===== config.mk =====
export PLATFORM = sky130hd
export DESIGN_NAME = change_dispenser
export DESIGN_NICKNAME = d
export VERILOG_FILES = /design/src/rtl/vm_pkg.sv /design/src/rtl/gap_counter.sv /design/src/rtl/change_dispenser.sv
export SDC_FILE = /design/constraint.sdc
export NUM_CORES = 1
export LEC_CHECK = 0
export BUFFER_PORTS_ARGS = -buffer_cell sky130_fd_sc_hd__buf_2
export CAP_MARGIN = 20
export CORE_MARGIN = 8
export CORE_UTILIZATION = 55
export DETAILED_ROUTE_END_ITERATION = 7
export PLACE_DENSITY = 0.77
export SYNTH_ARGS = -nofsm -noshare
export SYNTH_HDL_FRONTEND = slang
export SYNTH_SLANG_ARGS = --single-unit

===== constraint.sdc =====
create_clock -name sys_clk -period 3.57 [get_ports sys_clk]
set_clock_uncertainty 0.2 [all_clocks]
set_input_delay 0.1785 -clock sys_clk [delete_from_list [all_inputs] [get_ports sys_clk]]
set_output_delay 0.1785 -clock sys_clk [all_outputs]
set_load 0.1 [all_outputs]

===== src/rtl/vm_pkg.sv =====
// Vending-machine constants shared by state_transitions, change_dispenser and LED_display.
// Holds the coin indices, the denomination values and the dispenser FSM encoding.
package vm_pkg;

  localparam int NUM_COINS = 5;

  localparam int COIN_1  = 0;
  localparam int COIN_5  = 1;
  localparam int COIN_10 = 2;
  localparam int COIN_20 = 3;
  localparam int COIN_50 = 4;

  localparam logic [7:0] VAL_1  = 8'd1;
  localparam logic [7:0] VAL_5  = 8'd5;
  localparam logic [7:0] VAL_10 = 8'd10;
  localparam logic [7:0] VAL_20 = 8'd20;
  localparam logic [7:0] VAL_50 = 8'd50;

  typedef logic [NUM_COINS-1:0] coin_vec_t;

  typedef enum logic [2:0] {
    ST_IDLE,
    ST_SELECT,
    ST_EMIT,
    ST_GAP,
    ST_DONE
  } disp_state_e;

  // Largest coin not exceeding amt; all-zero when amt is zero.
  function automatic coin_vec_t pick_coin(input logic [7:0] amt);
    coin_vec_t c;
    c = '0;
    if (amt >= VAL_50)      c[COIN_50] = 1'b1;
    else if (amt >= VAL_20) c[COIN_20] = 1'b1;
    else if (amt >= VAL_10) c[COIN_10] = 1'b1;
    else if (amt >= VAL_5)  c[COIN_5]  = 1'b1;
    else if (amt >= VAL_1)  c[COIN_1]  = 1'b1;
    return c;
  endfunction

  function automatic logic [7:0] coin_value(input coin_vec_t c);
    return ({8{c[COIN_1]}}  & VAL_1)  |
           ({8{c[COIN_5]}}  & VAL_5)  |
           ({8{c[COIN_10]}} & VAL_10) |
           ({8{c[COIN_20]}} & VAL_20) |
           ({8{c[COIN_50]}} & VAL_50);
  endfunction

endpackage


===== src/rtl/gap_counter.sv =====
// Loadable down-counter used for pacing; expired_o marks the last cycle of a loaded
// interval (count of 1), so loading N yields N enabled cycles before expiry is acted on.
module gap_counter #(
  parameter int GAP_W = 26
) (
  input  logic             clk_i,
  input  logic             rst_i,
  input  logic             load_i,
  input  logic [GAP_W-1:0] load_val_i,
  input  logic             en_i,
  output logic             expired_o
);

  localparam logic [GAP_W-1:0] ONE = GAP_W'(1);

  logic [GAP_W-1:0] cnt_q, cnt_d;

  always_comb begin
    cnt_d = cnt_q;
    if (load_i) begin
      cnt_d = load_val_i;
    end else if (en_i && (cnt_q != '0)) begin
      cnt_d = cnt_q - ONE;
    end
  end

  always_ff @(posedge clk_i or posedge rst_i) begin
    if (rst_i) begin
      cnt_q <= '0;
    end else begin
      cnt_q <= cnt_d;
    end
  end

  assign expired_o = (cnt_q <= ONE);

endmodule


===== src/rtl/change_dispenser.sv =====
// Turns a change amount into paced one-hot coin pulses, greedy 50/20/10/5/1.
// All outputs decode from registered state; start outside IDLE is dropped.
module change_dispenser
  import vm_pkg::*;
#(
  parameter int PULSE_GAP = 50_000_000,
  parameter int GAP_W     = 26
) (
  input  logic       sys_clk,
  input  logic       sys_rst,
  input  logic       start,
  input  logic [7:0] change_money,
  output logic       busy,
  output logic [4:0] coin_pulse,
  output logic [7:0] remaining,
  output logic [3:0] coin_total,
  output logic       done
);

  localparam logic [GAP_W-1:0] GAP_LOAD = GAP_W'(PULSE_GAP - 1);
  localparam bit               HAS_GAP  = (PULSE_GAP > 1);

  disp_state_e state_q, state_d;
  logic [7:0]  remaining_q, remaining_d;
  logic [3:0]  total_q, total_d;
  coin_vec_t   denom_q, denom_d;
  logic        gap_expired;

  always_comb begin
    state_d     = state_q;
    remaining_d = remaining_q;
    total_d     = total_q;
    denom_d     = denom_q;
    case (state_q)
      ST_IDLE: begin
        if (start) begin
          remaining_d = change_money;
          total_d     = '0;
          state_d     = ST_SELECT;
        end
      end
      ST_SELECT: begin
        if (remaining_q == 8'd0) begin
          state_d = ST_DONE;
        end else begin
          denom_d = pick_coin(remaining_q);
          state_d = ST_EMIT;
        end
      end
      ST_EMIT: begin
        // Selection guarantees the coin fits, so this cannot underflow.
        remaining_d = remaining_q - coin_value(denom_q);
        total_d     = total_q + 4'd1;
        state_d     = HAS_GAP ? ST_GAP : ST_SELECT;
      end
      ST_GAP: begin
        if (gap_expired) state_d = ST_SELECT;
      end
      ST_DONE: begin
        state_d = ST_IDLE;
      end
      default: begin
        state_d = ST_IDLE;
      end
    endcase
  end

  always_ff @(posedge sys_clk or posedge sys_rst) begin
    if (sys_rst) begin
      state_q     <= ST_IDLE;
      remaining_q <= '0;
      total_q     <= '0;
      denom_q     <= '0;
    end else begin
      state_q     <= state_d;
      remaining_q <= remaining_d;
      total_q     <= total_d;
      denom_q     <= denom_d;
    end
  end

  gap_counter #(
    .GAP_W(GAP_W)
  ) u_gap (
    .clk_i      (sys_clk),
    .rst_i      (sys_rst),
    .load_i     (state_q == ST_EMIT),
    .load_val_i (GAP_LOAD),
    .en_i       (state_q == ST_GAP),
    .expired_o  (gap_expired)
  );

  assign busy       = (state_q != ST_IDLE);
  assign done       = (state_q == ST_DONE);
  assign coin_pulse = (state_q == ST_EMIT) ? denom_q : '0;
  assign remaining  = remaining_q;
  assign coin_total = total_q;

endmodule


; ---- Word-level counts from Yosys, hierarchy flattened
; Cells that the tools add are included.
[totals]
regBits = 46
output_inout_bits = 19
elab_cells = 55
[classes]
add_sub_neg = 3
n_lt_le_gt_ge = 6
n_eq_ne = 6
n_mux = 20
bitwise_logic = 5
n_reduce_logical = 10
[ops]
columns = operator, n
row1 = $mux W26, 2
row2 = $le A26 B1 Y1 const B, 1
row3 = $reduce_bool A26 Y1, 1
row4 = $sub A26 B1 Y26 const B, 1
row5 = $pmux W8 S2, 1
row6 = $mux W3, 4
row7 = $pmux W3 S4, 1
row8 = $ge A8 B1 Y1 const B, 1
row9 = $ge A8 B3 Y1 const B, 1
row10 = $ge A8 B4 Y1 const B, 1
row11 = $ge A8 B5 Y1 const B, 1
row12 = $ge A8 B6 Y1 const B, 1
row13 = $logic_not A8 Y1, 1
row14 = $mux W4, 2
row15 = $mux W8, 1
row16 = $pmux W4 S2, 1
row17 = $sub A8 B6 Y8, 1
row18 = $eq A3 B2 Y1 const B, 2
row19 = $mux W1, 6
row20 = $or A5 B6 Y6, 1
row21 = $reduce_and A2 Y1, 3
row22 = $mux W5, 1
row23 = $or A4 B5 Y5, 1
row24 = $add A4 B1 Y4 const B, 1
row25 = other kinds (11), 13

; ---- Depth between registers and ports, before layout
; Gate-level depths: netlist of the first run.
[depth]
depth_word = 6
ltp_mapped = 9

; ---- By module
; Synthesis of the first run repeated with hierarchy kept, for this count alone.
[unflattened]
hier_cells = 348
area_unflattened_um2 = 3176.8
[by_module_without_submodules]
columns = module, n_inst, cells_per_inst, area_each_um2
row1 = gap_counter, 1, 195, 1795.5
row2 = change_dispenser, 1, 153, 1381.3

; ---- Worst setup path before layout of the first run
; Ideal clock, no wire load.
[synth_timing]
path_type = reg-to-output
from = reg state_q[0]
to = out done
t_arrival_ns = 2.754
required_time_ns = 3.191
path_slack_ns = 0.438
stages_incl_launch_ff = 3
path_buffers = 1
path_cell_list = dfrtp_1 > clkbuf_1 > nor3b_1
[synth_between]
elab_chain_len = 1
[synth_lines]
columns = element, line
row1 = "start, declared", change_dispenser.sv:23  ; disp_state_e state_q, state_d;
row2 = "start signal, assigned", change_dispenser.sv:75  ; state_q <= state_d;
row3 = $eq A3 B3 Y1, change_dispenser.sv:94  ; assign done = (state_q == ST_DONE);
row4 = "end, declared", change_dispenser.sv:17  ; output logic done
; Every way passes these cells.

; ---- Worst setup path in the final report of the first run
[layout_timing]
from = reg u_gap.cnt_q[18]
to = reg u_gap.cnt_q[19]
[layout_between]
elab_chain_len = 3
elab_cells_between_ends = 6
cone_classes = add/sub (1) / mux (2) / reduce/logical (3)
[layout_lines]
columns = element, line
row1 = "start, declared", gap_counter.sv:16  ; logic [GAP_W-1:0] cnt_q, cnt_d;
row2 = "start signal, assigned", gap_counter.sv:31  ; cnt_q <= cnt_d;
row3 = $sub A26 B1 Y26 / $reduce_bool A26 Y1 (equally long branches), "gap_counter.sv:23, gap_counter.sv:22"
row4 = $mux W26 / $logic_and A1 B1 Y1 (equally long branches), gap_counter.sv:22  ; end else if (en_i && (cnt_q != '0)) begin
row5 = $mux W26 / $reduce_bool A2 Y1 (equally long branches), --
; Parallel ways exist; a longest one is shown, timed or not. The select of a mux whose other input is x is not followed.
; A chain may end at the register's enable or synchronous reset.

==> summary.md, run 1 <==
| Metric | Value |
|---|---|
| Status | `completed` |
| IO Port Bufs | `29` |
| Synth cell types | `50` |
| Share of cells above drive strength 1 | `0.1437` |
| Max clock buf depth | `2` |
| Synth area leaders | `dfrtp_1 (42%), mux2i_1 (5.1%), ha_1 (4.1%)` |
| Sw frac | `0.5074` |
| Final hold slack | `between 20 and 30 ps` |
| CP Class | `flip-flop to flip-flop` |
| Layout fillers | `around 400` |
| Setup violators final | `0` |
| Final Hold Fails | `0` |
| Slew margin rel. | `0.4794` |
| Gpl congestion | `between 0.8 and 0.9` |
| Synthesized cell area | `approximately 0.0028 sq mm` |
| Tcrit/Tclk final | `0.7341` |
| Die Area | `0.007519 sq mm` |
| Placed cell count | `397` |
| Dominant synthesized flop cell | `dfrtp_1` |
| Drt pass-1 iters | `4` |
| # diodes | `0` |
| Fin util | `0.6659` |
| CTS buffer count | `5` |
| Minimum clock period | `~2600 ps` |
| Yosys warning total | `0` |
| Remaining DRCs | `0` |
| Number of placed I/O pins | `30` |
| Logic pwr share | `0.520` |
| First-pass GRT wire length | `10.63 mm` |
| GRT Util Overall | `0.1746` |
| CORE AREA | `0.004786 sq mm` |
| Post-synthesis cell count | `308` |
| Setup Total Neg Slack | `0 ps` |
| CTS root buf | `clkbuf_8` |
| Synth area leader | `dfrtp_1` |
| Worst Max-Slew Pin Slew | `between 700 and 800 ps` |
| Synth top cells by count | `dfrtp_1 (46), nor2_1 (28), nand2_1 (26)` |
| CTS tree | `done` |
| Initial DRC Count | `118` |
| Clk pin slew, worst setup/hold paths | `approximately 80 ps` |
| Syn nets | `329` |
| RSZ-0062 raised after global routing | `false` |
| Max Clk Rate | `381.6 MHz` |
| Max_cap viols | `0` |
| Routed WL | `6.147 mm` |
| Final Max Slew Viols | `0` |
| Clock latency on the worst-skew pair | `300 ps` |
| CP required | `3550 ps` |
| Vias/cell | `around 5.9` |
| Critical path capture point type | `flip-flop` |
| Vias in the first global route | `2309` |
| Slowest stage delay, CP | `660 ps` |
| Yosys reg bits | `46` |
| Crit path max-delay cell type | `o2111ai_1` |
| Largest net degree at the start of global routing | `47` |
| EDFF count, synth | `0` |
| Initial antenna violation count | `0` |
| CP arrival | `between 2000 and 3000 ps` |
| Layout Nets | `368` |
| Multi-input gate area | `0.001493 sq mm` |
| Crit start category | `flip-flop` |
| # rows | `25` |
| Clock power frac | `0.148` |
| Remaining global-route overflow | `0` |
| DR vias | `approximately 2400` |
| Chip width | `~87 microns` |
| DP Wirelength | `4.375 mm` |
| Crit-path cells | `nor4_1 > nand4b_1 > o2111ai_1 > or4_1 > nand3_1` |
| Max FO, Critical Path | `10` |
| VDD IR max | `0.9828 mV` |
| Post-synth ARST share | `1.000` |
| Top-count cell post-synth | `dfrtp_1` |
| WL per Instance | `14.81 microns` |
| Final Worst Setup Slack | `949.2 ps` |
| Storage cell area | `0.001151 sq mm` |
| Fin cells | `415` |
| Leak | `1.374 nW` |
| Hold Crit Class | `input pin to flip-flop` |
| Sequential share of power | `0.331` |
| Int Pwr | `1.268 mW` |
| Post-synthesis sequential area ratio | `0.4186` |
| Initial Util | `0.5746` |
| Power Density | `~810 mW/mm^2` |
| Syn_area_per_cell | `8.929 sq um` |
| Pre-CTS setup slack | `972.5 ps` |
| Antenna viol nets, final | `0` |
| Area grow syn2layout | `15.88%` |
| Synth top area share | `0.4186` |
| Net Switching | `~1.3 mW` |
| Clock sink total | `46` |
| Die height | `86.71 microns` |
| H-tree Lvls | `2` |
-- worst paths after layout --
kind / from / endpoint / slack [ps] / cells after the start
worst max register to register: u_gap.cnt_q[18]$_DFFE_PP0P_ / u_gap.cnt_q[19]$_DFFE_PP0P_ / 950 / 5
worst max-delay path: u_gap.cnt_q[18]$_DFFE_PP0P_ / u_gap.cnt_q[19]$_DFFE_PP0P_ / 950 / 5
max in group asynchronous: sys_rst / u_gap.cnt_q[10]$_DFFE_PP0P_ / 2570 / 4
worst min register to register: coin_total[3]$_DFFE_PP0P_ / coin_total[3]$_DFFE_PP0P_ / 270 / 1
min in group asynchronous: sys_rst / remaining[7]$_DFFE_PP0P_ / 140 / 3
worst min-delay path: change_money[5] / remaining[5]$_DFFE_PP0P_ / 30 / 4
-- final cells by class --
type / instances / share of cell area
inverter: 16 / 0.01885
sequential: 46 / 0.3612
timing repair buffer: 44 / 0.09187
clock inverter: 1 / 0.009423
multi-input combinational: 234 / 0.4684
clock buffer: 7 / 0.02395
tap: 67 / 0.02631
-- stage by stage --
stage / total power, mW / instance area (sq um)
after floorplan: 1.919 / 2750
after CTS: 2.576 / 3167
final: 2.573 / 3187
after detailed placement: 2.183 / 2970
after global placement: 2.145 / 2970
after global routing: 2.755 / 3187
-- layout by cell type, fill, tap and decap left out, types with 8 or more instances in the layout --
cell type	Yosys	final
a21oi_1	16	16
and3_1	8	8
buf_2	1	29
dfrtp_1	46	46
dlygate4sd3_1	0	9
ha_1	9	9
inv_1	16	15
mux2i_1	14	14
nand2_1	26	26
nand3_1	11	11
nor2_1	28	28
nor4_1	9	9
o21ai_0	15	15
or3_1	10	10
-- metal layers --
metal | up-vias | part of all wire | global-route usage
li1 | 1216 | - | -
met1 | 1173 | 0.48 | 0.2272
met2 | 36 | 0.47 | 0.2840
met3 | 4 | 0.037 | 0.03781
met4 | 0 | 0.0088 | 0.04695
met5 | - | 0 | 0
-- sequential cells by signal (all words and copies together), names as in the netlist --
signal	cells
coin_total	4
denom_q	5
remaining	8
state_q	3
u_gap.cnt_q	26
-- power groups by stage --
stage               clock, mW  sequential, mW  combinational (mW)
finish                  0.382           0.853                1.34
global placement            0           0.851                1.29
CTS                     0.392           0.847                1.34
global route            0.413           0.881                1.46
floorplan                   0            1.25               0.668
detailed placement          0           0.854                1.33
-- timing repair --
action                                  CTS  global route
hold buffers                              9             0
hold endpoints to repair                 54             0
endpoints found under the setup margin    0             0
buffers inserted                          0             0
gates resized for setup                   0             0
-- worst max-delay path, delay by kind of cell (launching register included) --
kind            cells  cell delay, ps
simple gates        4            1200
compound gates      1             660
flops               1             450
-- logic make-up after synthesis --
group | Yosys count | share of synthesized area
simple gates | 136 | 0.2661
compound gates | 72 | 0.1711
flops | 46 | 0.4186
buf+inv | 28 | 0.03867
mux | 14 | 0.05095
fa+ha+maj | 10 | 0.04823
xor+xnor | 2 | 0.006371
No activity file was read; power rests on OpenSTA's default activity.
==> inputs of run 2 (changes only) <==
==> constraint.sdc (replaced) <==
create_clock -name sys_clk -period 2.5 [get_ports sys_clk]
set_clock_uncertainty 0.2 [all_clocks]
set_input_delay 0.125 -clock sys_clk [delete_from_list [all_inputs] [get_ports sys_clk]]
set_output_delay 0.125 -clock sys_clk [all_outputs]
set_load 0.1 [all_outputs]
==> summary.md, run 2 (same netlist as run 1, synthesis figures left out) <==
| Metric | Value |
|---|---|
| Status | `finished with violations (was completed)` |
| Failing checks | `setup timing` |
| RSZ-0062 raised after global routing | `true (was false)` |
| Max_cap viols | `0 (unchanged)` |
| Remaining global-route overflow | `0 (unchanged)` |
| Crit-path cells | `or4_4 > or4_4 > or3_4 > a31o_1 > a21o_1 (was nor4_1 > nand4b_1 > o2111ai_1 > or4_1 > nand3_1)` |
| Minimum clock period | `2520 ps (was 2621 ps)` |
| Crit path max-delay family | `simple AND/OR/NAND/NOR gates (unchanged)` |
| Slowest stage delay, CP | `540 ps (was 660 ps)` |
| Max reg flops | `26 (unchanged)` |
| Initial Util | `0.5746 (unchanged)` |
| Final Max Slew Viols | `0 (unchanged)` |
| Max Clk Rate | `396.8 MHz (was 381.6 MHz)` |
| Die Area | `0.007519 sq mm (unchanged)` |
| Max clock buf depth | `2 (unchanged)` |
| CP Class | `flip-flop to flip-flop (unchanged)` |
| Drt pass-1 iters | `4 (unchanged)` |
| Slack of the worst reg-to-reg path | `-20 ps (was 950 ps)` |
| DR vias | `2690 (was 2429)` |
| Area grow syn2layout | `27.80% (was 15.88%)` |
| Initial antenna violation count | `0 (unchanged)` |
| First-pass GRT wire length | `12.65 mm (was 10.63 mm)` |
| Leak | `1.518 nW (was 1.374 nW)` |
| Antenna viol nets, final | `0 (unchanged)` |
| # rows | `25 (unchanged)` |
| Chip width | `86.71 microns (unchanged)` |
| Hold Crit Class | `input pin to async pin (was input pin to flip-flop)` |
| Most frequent cells in the layout | `dfrtp_1 (41), nor2_1 (28), buf_2 (27) (was dfrtp_1 (46), buf_2 (29), nor2_1 (28))` |
| Multi-input gate area | `0.001565 sq mm (was 0.001493 sq mm)` |
| CTS buffer count | `5 (unchanged)` |
| DP Wirelength | `4.992 mm (was 4.375 mm)` |
| Largest net degree at the start of global routing | `31 (was 47)` |
| Crit start category | `flip-flop (unchanged)` |
| Vias/cell | `6.142 (was 5.853)` |
| Crit path max-delay cell type | `or4_4 (was o2111ai_1)` |
| WL per Instance | `17.39 microns (was 14.81 microns)` |
| Power Density | `1145 mW/mm^2 (was 807.5 mW/mm^2)` |
| Final Hold Fails | `0 (unchanged)` |
| FF-to-FF End | `u_gap.cnt_q[6]$_DFFE_PP0P_ (was u_gap.cnt_q[19]$_DFFE_PP0P_)` |
| GRT Util Overall | `0.2087 (was 0.1746)` |
| Initial DRC Count | `222 (was 118)` |
| Largest register by flop count | `u_gap.cnt_q (unchanged)` |
| Worst reg2reg path depth | `5 (unchanged)` |
| Final hold slack | `224.8 ps (was 27.16 ps)` |
| Die height | `86.71 microns (unchanged)` |
| Critical path capture point type | `flip-flop (unchanged)` |
| Tcrit/Tclk final | `1.008 (was 0.7341)` |
| Layout fillers | `375 (was 401)` |
| Gpl congestion | `0.7884 (was 0.8470)` |
| Share of cells above drive strength 1 | `0.2480 (was 0.1437)` |
| Clk pin slew, worst setup/hold paths | `90 ps (was 80 ps)` |
| Most used cell, CP | `or4_4` |
| Slew margin rel. | `0.6118 (was 0.4794)` |
| # diodes | `0 (unchanged)` |
| IO Port Bufs | `29 (unchanged)` |
| Setup violators final | `2 (was 0)` |
| Final Worst Setup Slack | `-20.23 ps (was 949.2 ps)` |
| Remaining DRCs | `0 (unchanged)` |
| Number of placed I/O pins | `30 (unchanged)` |
| CP required | `2490 ps (was 3550 ps)` |
| Storage cell area | `0.001157 sq mm (was 0.001151 sq mm)` |
| H-tree Lvls | `2 (unchanged)` |
| CORE AREA | `0.004786 sq mm (unchanged)` |
| CP arrival | `2520 ps (was 2600 ps)` |
| Clock sink total | `46 (unchanged)` |
| Total chip power | `4.024 mW (was 2.573 mW)` |
| Max FO, Critical Path | `3 (was 10)` |
| VDD IR max | `1.232 mV (was 0.9828 mV)` |
| Worst Max-Slew Pin Slew | `581.4 ps (was 774.9 ps)` |
| Critical R2R Launch | `u_gap.cnt_q[10]$_DFFE_PP0P_ (was u_gap.cnt_q[18]$_DFFE_PP0P_)` |
| Worst path buffer plus inverter count | `0 (unchanged)` |
| CTS tree | `done (unchanged)` |
| Routed WL | `7.617 mm (was 6.147 mm)` |
| Most common cell after layout, fill and taps aside | `dfrtp_1 (unchanged)` |
| CTS root buf | `clkbuf_8 (unchanged)` |
| Layout Nets | `391 (was 368)` |
| Vias in the first global route | `2613 (was 2309)` |
| Clock latency on the worst-skew pair | `300 ps (about the same)` |
==> run 2: cell type report <==
| type | instances | area share |
|---|---|---|
| clock buffers | 6 | 0.02350 |
| clock inverters | 2 | 0.01709 |
| flip-flops and latches | 46 | 0.3293 |
| inverters | 16 | 0.01709 |
| well taps | 67 | 0.02385 |
| repair buffers | 67 | 0.1438 |
| multi-input cells | 234 | 0.4454 |
==> run 2: worst max path at each step <==
stage	to	slack (ps)	startpoint	cells past startpoint
6_report	u_gap.cnt_q[6]$_DFFE_PP0P_	-20	u_gap.cnt_q[10]$_DFFE_PP0P_	5
4_1_cts	u_gap.cnt_q[1]$_DFFE_PP0P_	10	u_gap.cnt_q[13]$_DFFE_PP0P_	6
5_1_grt	u_gap.cnt_q[0]$_DFFE_PP0P_	-70	u_gap.cnt_q[10]$_DFFE_PP0P_	6
3_3_place_gp	u_gap.cnt_q[1]$_DFFE_PP0P_	60	u_gap.cnt_q[13]$_DFFE_PP0P_	6
2_1_floorplan	coin_pulse[2]	-450	state_q[1]$_DFFE_PP0P_	6
3_5_place_dp	remaining[6]$_DFFE_PP0P_	-60	denom_q[0]$_DFFE_PP0P_	8
==> run 2: worst min-delay path, stage by stage <==
cell and delay [ps]:
dlygate4sd3_1 530, buf_2 120, inv_2 420
==> run 2: what timing repair did <==
| action | in CTS | in global routing |
|---|---|---|
| setup endpoints to repair | 4 | 10 |
| hold buffers | 10 | 0 |
| endpoints found under the hold margin | 33 | 0 |
| cloned | 0 | 1 |
| buffers inserted | 0 | 2 |
| pin swaps | 0 | 6 |
| gates resized for setup | 4 | 13 |
==> run 2: power by group <==
part	internal, mW	switching (mW)	total (mW)
registers	0.948	0.279	1.23
clock network	0.426	0.260	0.687
logic	0.669	1.44	2.11
total	2.04	1.98	4.02
==> run 2: metal layers <==
| metal | up-vias | share of wire | routed length, microns | global-route usage |
|---|---|---|---|---|
| li1 | 1258 | - | - | - |
| met1 | 1335 | 0.42 | 3168 | 0.2643 |
| met2 | 78 | 0.50 | 3818 | 0.3382 |
| met3 | 19 | 0.062 | 473 | 0.04820 |
| met4 | 0 | 0.021 | 157 | 0.07355 |
| met5 | - | 0 | 0 | 0 |
==> run 2: stage by stage <==
stage | cell area, sq um | TNS [ps] | setup WS [ps] | cells | utilization
final | 3515 | -25.62 | -20.23 | 438 | 0.7344
after global routing | 3515 | -247.2 | -73.01 | 438 | 0.7344
after detailed placement | 3176 | -60.72 | -60.72 | 417 | 0.6635
after CTS | 3441 | 0 | 14.56 | 435 | 0.7190
after global placement | 3176 | 0 | 64.17 | 417 | 0.6635
after floorplan | 2763 | -1123 | -447.7 | 308 | -
